File: src/rtl/nla_pkg.sv
// Shared types and constants for the nonlinear-approximation sequencer:
// controller state encoding, FP32 field positions, SELU scale constants, adder mode codes.
package nla_pkg;

    typedef enum logic [3:0] {
        ST_IDLE   = 4'd0,
        ST_CLR    = 4'd1,
        ST_COEF   = 4'd2,
        ST_SIG    = 4'd3,
        ST_RAW    = 4'd4,
        ST_FINAL  = 4'd5,
        ST_DIRECT = 4'd6,
        ST_RESULT = 4'd7,
        ST_DONE   = 4'd8
    } nla_state_e;

    localparam int FP_SIGN_BIT = 31;
    localparam int FP_EXP_MSB  = 30;
    localparam int FP_EXP_LSB  = 23;

    // Scale constants consumed by the datapath ROM: lambda and lambda*alpha.
    localparam logic [31:0] NLA_LAMBDA       = 32'h3F86_7D5F;
    localparam logic [31:0] NLA_LAMBDA_ALPHA = 32'h3FE1_0966;

    localparam logic MODE_ADD = 1'b0;
    localparam logic MODE_SUB = 1'b1;

    // An all-zero exponent field marks +/-0 and denormals.
    function automatic logic is_zero_exp(input logic [FP_EXP_MSB-FP_EXP_LSB:0] exp_field);
        return (exp_field == 8'd0);
    endfunction

endpackage

File: src/rtl/nla_step_timer.sv
// Per-state dwell timer: restarts on every state change and flags the first
// and last cycle of a STEP_CYCLES-long step.
module nla_step_timer #(
    parameter int STEP_CYCLES = 1
) (
    input  logic clk,
    input  logic rst,
    input  logic restart,
    output logic step_first,
    output logic step_last
);

    localparam int CW = (STEP_CYCLES > 1) ? $clog2(STEP_CYCLES) : 1;
    localparam logic [CW-1:0] LAST_CNT = CW'(STEP_CYCLES - 1);
    localparam logic [CW-1:0] ONE_CNT  = CW'(1);

    logic [CW-1:0] cnt_r;
    logic          first_r;

    // Dwell counter: saturates at the last cycle so long waits cannot wrap.
    always_ff @(posedge clk) begin
        if (rst) begin
            cnt_r   <= {CW{1'b0}};
            first_r <= 1'b0;
        end else if (restart) begin
            cnt_r   <= {CW{1'b0}};
            first_r <= 1'b1;
        end else begin
            first_r <= 1'b0;
            if (cnt_r != LAST_CNT) begin
                cnt_r <= cnt_r + ONE_CNT;
            end else begin
                cnt_r <= cnt_r;
            end
        end
    end

    assign step_first = first_r;
    assign step_last  = (cnt_r == LAST_CNT);

endmodule

File: src/rtl/nla_seq_ctrl.sv
// Sequencer for the FP32 SELU-style approximation datapath: operand capture, strobe
// sequencing and coefficient addressing. Optional macro NLA_ZERO_BYPASS_EN routes +/-0 and denormals to DIRECT.
module nla_seq_ctrl
    import nla_pkg::*;
#(
    parameter int               WIDTH       = 32,
    parameter int               DEGREE      = 4,
    parameter int               STEP_CYCLES = 1,
    parameter logic [DEGREE:0]  SUB_MASK    = {(DEGREE+1){1'b0}}
) (
    input  logic                         clk_n,
    input  logic                         rst_n,
    input  logic                         in_valid,
    output logic                         in_ready,
    input  logic [WIDTH-1:0]             in_data,
    output logic [WIDTH-1:0]             signal,
    output logic [$clog2(DEGREE+1)-1:0]  coeff_addr,
    output logic                         mode,
    output logic                         dp_rst_n,
    output logic                         LD_coeff,
    output logic                         LD_signal,
    output logic                         LD_direct,
    output logic                         LD_rawResult,
    output logic                         LD_final,
    output logic                         LD_result,
    output logic                         out_valid,
    input  logic                         out_ready,
    output logic                         busy
);

    localparam int KW = $clog2(DEGREE+1);
    localparam logic [KW-1:0] K_TOP  = KW'(DEGREE);
    localparam logic [KW-1:0] K_ZERO = {KW{1'b0}};
    localparam logic [KW-1:0] K_ONE  = KW'(1);

    nla_state_e    state_r;
    nla_state_e    state_s;
    logic [KW-1:0] k_r;
    logic [KW-1:0] k_s;
    logic          accept_s;
    logic          take_direct_s;
    logic          restart_s;
    logic          step_first_s;
    logic          step_last_s;

    assign accept_s  = in_valid && (state_r == ST_IDLE);
    assign restart_s = (state_s != state_r);

`ifdef NLA_ZERO_BYPASS_EN
    assign take_direct_s = !in_data[WIDTH-1] || is_zero_exp(in_data[FP_EXP_MSB:FP_EXP_LSB]);
`else
    assign take_direct_s = !in_data[WIDTH-1];
`endif

    nla_step_timer #(
        .STEP_CYCLES (STEP_CYCLES)
    ) u_step_timer (
        .clk        (clk_n),
        .rst        (rst_n),
        .restart    (restart_s),
        .step_first (step_first_s),
        .step_last  (step_last_s)
    );

    // Next-state and coefficient-index selection.
    always_comb begin
        state_s = state_r;
        k_s     = k_r;
        case (state_r)
            ST_IDLE: begin
                if (accept_s) begin
                    state_s = take_direct_s ? ST_DIRECT : ST_CLR;
                end else begin
                    state_s = ST_IDLE;
                end
            end
            ST_CLR: begin
                state_s = ST_COEF;
                k_s     = K_TOP;
            end
            ST_COEF: begin
                if (step_last_s) begin
                    state_s = ST_SIG;
                end else begin
                    state_s = ST_COEF;
                end
            end
            ST_SIG: begin
                // Index stops at zero; leaving the loop is the only way past c_0.
                if (step_last_s) begin
                    if (k_r == K_ZERO) begin
                        state_s = ST_RAW;
                    end else begin
                        state_s = ST_COEF;
                        k_s     = k_r - K_ONE;
                    end
                end else begin
                    state_s = ST_SIG;
                end
            end
            ST_RAW: begin
                if (step_last_s) begin
                    state_s = ST_FINAL;
                end else begin
                    state_s = ST_RAW;
                end
            end
            ST_FINAL: begin
                if (step_last_s) begin
                    state_s = ST_RESULT;
                end else begin
                    state_s = ST_FINAL;
                end
            end
            ST_DIRECT: begin
                if (step_last_s) begin
                    state_s = ST_RESULT;
                end else begin
                    state_s = ST_DIRECT;
                end
            end
            ST_RESULT: begin
                if (step_last_s) begin
                    state_s = ST_DONE;
                end else begin
                    state_s = ST_RESULT;
                end
            end
            ST_DONE: begin
                if (out_ready) begin
                    state_s = ST_IDLE;
                end else begin
                    state_s = ST_DONE;
                end
            end
            default: begin
                state_s = ST_IDLE;
                k_s     = K_ZERO;
            end
        endcase
    end

    // State, step index and handshake/status outputs, registered from the next state.
    always_ff @(posedge clk_n) begin
        if (rst_n) begin
            state_r   <= ST_IDLE;
            k_r       <= K_ZERO;
            dp_rst_n  <= 1'b0;
            out_valid <= 1'b0;
            busy      <= 1'b0;
            in_ready  <= 1'b1;
        end else begin
            state_r   <= state_s;
            k_r       <= k_s;
            dp_rst_n  <= (state_s != ST_CLR);
            out_valid <= (state_s == ST_DONE);
            busy      <= (state_s != ST_IDLE);
            in_ready  <= (state_s == ST_IDLE);
        end
    end

    // Operand hold register and coefficient address/mode, loaded on COEF entry and held between.
    always_ff @(posedge clk_n) begin
        if (rst_n) begin
            signal     <= {WIDTH{1'b0}};
            coeff_addr <= K_ZERO;
            mode       <= MODE_ADD;
        end else begin
            if (accept_s) begin
                signal <= in_data;
            end else begin
                signal <= signal;
            end
            if ((state_s == ST_COEF) && (state_r != ST_COEF)) begin
                coeff_addr <= k_s;
                mode       <= SUB_MASK[k_s] ? MODE_SUB : MODE_ADD;
            end else begin
                coeff_addr <= coeff_addr;
                mode       <= mode;
            end
        end
    end

    // Strobes are decoded from flops only: one cycle at the start of each step.
    assign LD_coeff     = step_first_s && (state_r == ST_COEF);
    assign LD_signal    = step_first_s && (state_r == ST_SIG);
    assign LD_direct    = step_first_s && (state_r == ST_DIRECT);
    assign LD_rawResult = step_first_s && (state_r == ST_RAW);
    assign LD_final     = step_first_s && (state_r == ST_FINAL);
    assign LD_result    = step_first_s && (state_r == ST_RESULT);

endmodule

File: config.mk
export PLATFORM = sky130hd
export DESIGN_NAME = nla_seq_ctrl
export DESIGN_NICKNAME = d
export VERILOG_FILES = /design/src/rtl/nla_pkg.sv /design/src/rtl/nla_step_timer.sv /design/src/rtl/nla_seq_ctrl.sv
export SDC_FILE = /design/constraint.sdc
export NUM_CORES = 1
export LEC_CHECK = 0
export CAP_MARGIN = 0
export CORE_MARGIN = 2
export CORE_UTILIZATION = 46
export DETAILED_ROUTE_END_ITERATION = 6
export PLACE_DENSITY = 0.84
export SYNTH_ARGS = -nofsm -noshare
export SYNTH_HDL_FRONTEND = slang
export SYNTH_HIERARCHICAL = 1
export SYNTH_SLANG_ARGS = --single-unit
export TNS_END_PERCENT = 1
File: constraint.sdc
create_clock -name clk_n -period 6.2 [get_ports clk_n]
set_input_delay 1.24 -clock clk_n [delete_from_list [all_inputs] [get_ports clk_n]]
set_output_delay 1.24 -clock clk_n [all_outputs]
set_load 0.02 [all_outputs]
==> flow_metrics.py <==
metrics = {
    "run_status": {
        "status": "complete, no violations",
    },
    "placed_design": {
        "place_ws_ns": 2.77,
        "io_buffer_count": 80,
        "placed_cell_area_um2": 2820,
        "gp_congestion": 0.864,
        "dp_cells": 364,
        "place_hpwl_um": 3410,
    },
    "clock_tree": {
        "holdBufCountCts": 0,
        "cts_buffers": 5,
        "cts_tree": "yes",
        "clock-sinks": 48,
        "post_cts_buffers": 0,
        "clock_latency_ns": 0.30,
        "clkTransAtPathRegs_ns": 0.09,
        "h-tree-depth": 2,
        "cts-root-buf": "clkbuf_8",
        "clockBufferDepth": 2,
        "ctsResizeCount": 0,
    },
    "logic_synthesis": {
        "yosysSeqAreaShare_pct": 47.2,
        "synth_area_leaders": "dfxtp_1 (47%), nand2_1 (13%), a21oi_1 (8.8%), clkbuf_1 (2.6%), nor2b_1 (2.5%)",
        "synth.most_common_cell": "nand2_1",
        "synth_common_cells": "nand2_1 (69), dfxtp_1 (48), a21oi_1 (36)",
        "ys.warnings.count": 6,
        "netlist_area_um2": 2040,
        "synth_ff_type": "dfxtp_1",
        "synth_area_leader_cell": "dfxtp_1",
        "synth-async-reset-ratio_pct": 0,
        "syn-num-nets": 288,
        "syn_area_per_cell_um2": 8.15,
        "synth-edff-count": 0,
        "yosys.area.top_type_share_pct": 47.2,
        "synth_seq_cells": 48,
        "yosys.cell_types.count": 42,
        "synthCells": 250,
    },
    "setup_path": {
        "crit_required_ns": 4.96,
        "rrSetupSlack_ns": 3.70,
        "cp_cell_sequence": "nor2b_1 -> nand2_1 -> nor3b_1 -> clkdlybuf4s50_1",
        "crit_fanout": 11,
        "cp.depth": 4,
        "ff2ff_path_depth": 7,
        "setup.worst_path.start_class": "flip-flop",
        "cp-end-kind": "output pin",
        "criticalPathCategory": "reg -> out",
        "cp.arrival_ns": 2.20,
        "cp_num_buf_inv": 1,
        "max_stage_delay_ns": 0.63,
        "critPathSlowestCell": "clkdlybuf4s50_1",
        "cp_top_family": "simple AND/OR/NAND/NOR gates",
    },
    "final_layout": {
        "stdcell_area_um2": 2960,
        "drive_above_1_share_pct": 5.31,
        "areaGrowthSynthToFinish_pct": 45.1,
        "final-seq-area_um2": 961,
        "finalNonFillerCells": 372,
        "fill_cells": 377,
        "fin_nets": 357,
        "final_util_pct": 68.4,
        "insertedDiodeCount": 0,
        "multi_input_area_um2": 963,
    },
    "sta": {
        "post-route-period-util_pct": 55.6,
        "relSlewSlack_pct": 20.5,
        "slew_violations": 0,
        "finClkSkew_ns": 0.00297,
        "min_period_ns": 3.44,
        "max_freq_ghz": 0.290,
        "hold_ws_ns": 0.457,
        "worst_pin_slew_ns": 1.19,
        "hold_viol_final": 0,
        "setup_viol": 0,
        "tns_ns": 0,
        "rsz0062_at_grt": "no",
        "timing.final.ws_setup_ns": 2.76,
    },
    "route": {
        "wl_per_cell_um": 13.7,
        "drt_wl_total_um": 5110,
        "detail-route-antenna-nets": 0,
        "via_per_inst": 5.16,
        "drc_errors": 0,
        "vias": 1918,
        "first_pass_iters": 4,
        "drt_first_iter_violations": 124,
    },
    "flow_run": {
        "maxCapViolCount": 0,
    },
    "global_routing": {
        "grt_start_max_net_pins": 48,
        "grt_overflow_total": 0,
        "use_met1_pct": 25.1,
        "grt_pass1_wl_um": 8490,
        "antenna_found_initial": 0,
        "use_met2_pct": 37.3,
        "grt_pass1_vias": 1905,
        "grt_busiest_layer": "met2",
        "grt_usage_pct": 21.0,
        "met3_usage_pct": 4.56,
    },
    "pwr": {
        "p_per_area_nw_per_um2": 310,
        "p_leak_nw": 1.10,
        "ir_worst_vdd_mv": 0.159,
        "power.total_mw": 0.916,
    },
    "floorplan": {
        "num_io_pins": 82,
        "die_area_um2": 4980,
        "die_height_um": 70.5,
        "start_util_pct": 47.1,
        "coreArea_um2": 4320,
        "die_w_um": 70.5,
        "num_rows": 24,
    },
    "hold_path": {
        "hp-class": "reg -> reg",
        "hold-path-cell-count": 2,
    },
}
state kept, by name (all words and copies together), names as in the netlist:
signal                   count
u_step_timer/step_first      1
busy                         1
signal                      32
state_r                      4
u_step_timer/cnt_r           1
k_r                          3
in_ready                     1
out_valid                    1
coeff_addr                   3
dp_rst_n                     1
final cells by class:
cell class / instances / area share (%)
Clock buffer: 5 / 2.33
Sequential cell: 48 / 32.5
Tap cell: 52 / 2.20
Inverter: 7 / 0.889
Clock inverter: 3 / 2.33
Timing Repair Buffer: 81 / 27.2
Multi-Input combinational cell: 176 / 32.6
tightest hold or removal path: cells and delay by family (launching register included):
kind	cells	cell delay, ns
compound gates	1	0.05
simple gates	1	0.05
flops	1	0.32
power by group:
part | leakage [nW] | switching [mW] | internal, mW
sequential | 0.394 | 0.0300 | 0.345
clock | 0.0687 | 0.106 | 0.162
combinational | 0.634 | 0.145 | 0.128
total | 1.10 | 0.281 | 0.635
cells by family (layout without fill, tap and decap cells):
group	after synthesis	in the layout	synth area share, %
mux	3	3	1.97
xor+xnor	2	2	0.860
other cells	2	2	0.369
buf+inv	26	96	5.53
compound gates	54	54	17.0
fa+ha+maj	2	2	1.23
flops	48	48	47.2
simple gates	113	113	25.9
routing by layer:
metal / vias to the layer above / wire length [um]
met3: 7 / 388
met2: 81 / 2530
met5: - / 0
li1: 966 / -
met1: 864 / 2120
met4: 0 / 75
cell usage in the layout (no fill, tap or decap), types with 2 or more instances in the layout:
cell	n
clkdlybuf4s50_1	79
nand2_1	69
dfxtp_1	48
a21oi_1	36
nor2_1	13
nor2b_1	8
inv_1	7
clkbuf_8	5
o21ai_0	4
nand3_1	4
nand2b_1	3
and3_1	2
nor4b_1	2
nand4b_1	2
a31oi_1	2
xnor2_1	2
a22oi_1	2
nor3_1	2
mux2_4	2
ha_1	2
conb_1	2
bufinv_16	2
worst paths after layout:
path / from / endpoint
worst max-delay path: state_r[2] / LD_final
worst min-delay path: signal[12] / signal[12]
worst max register to register: state_r[0] / u_step_timer/step_first
worst min register to register: signal[12] / signal[12]
Note: power is estimated with default switching activity, not from simulation.
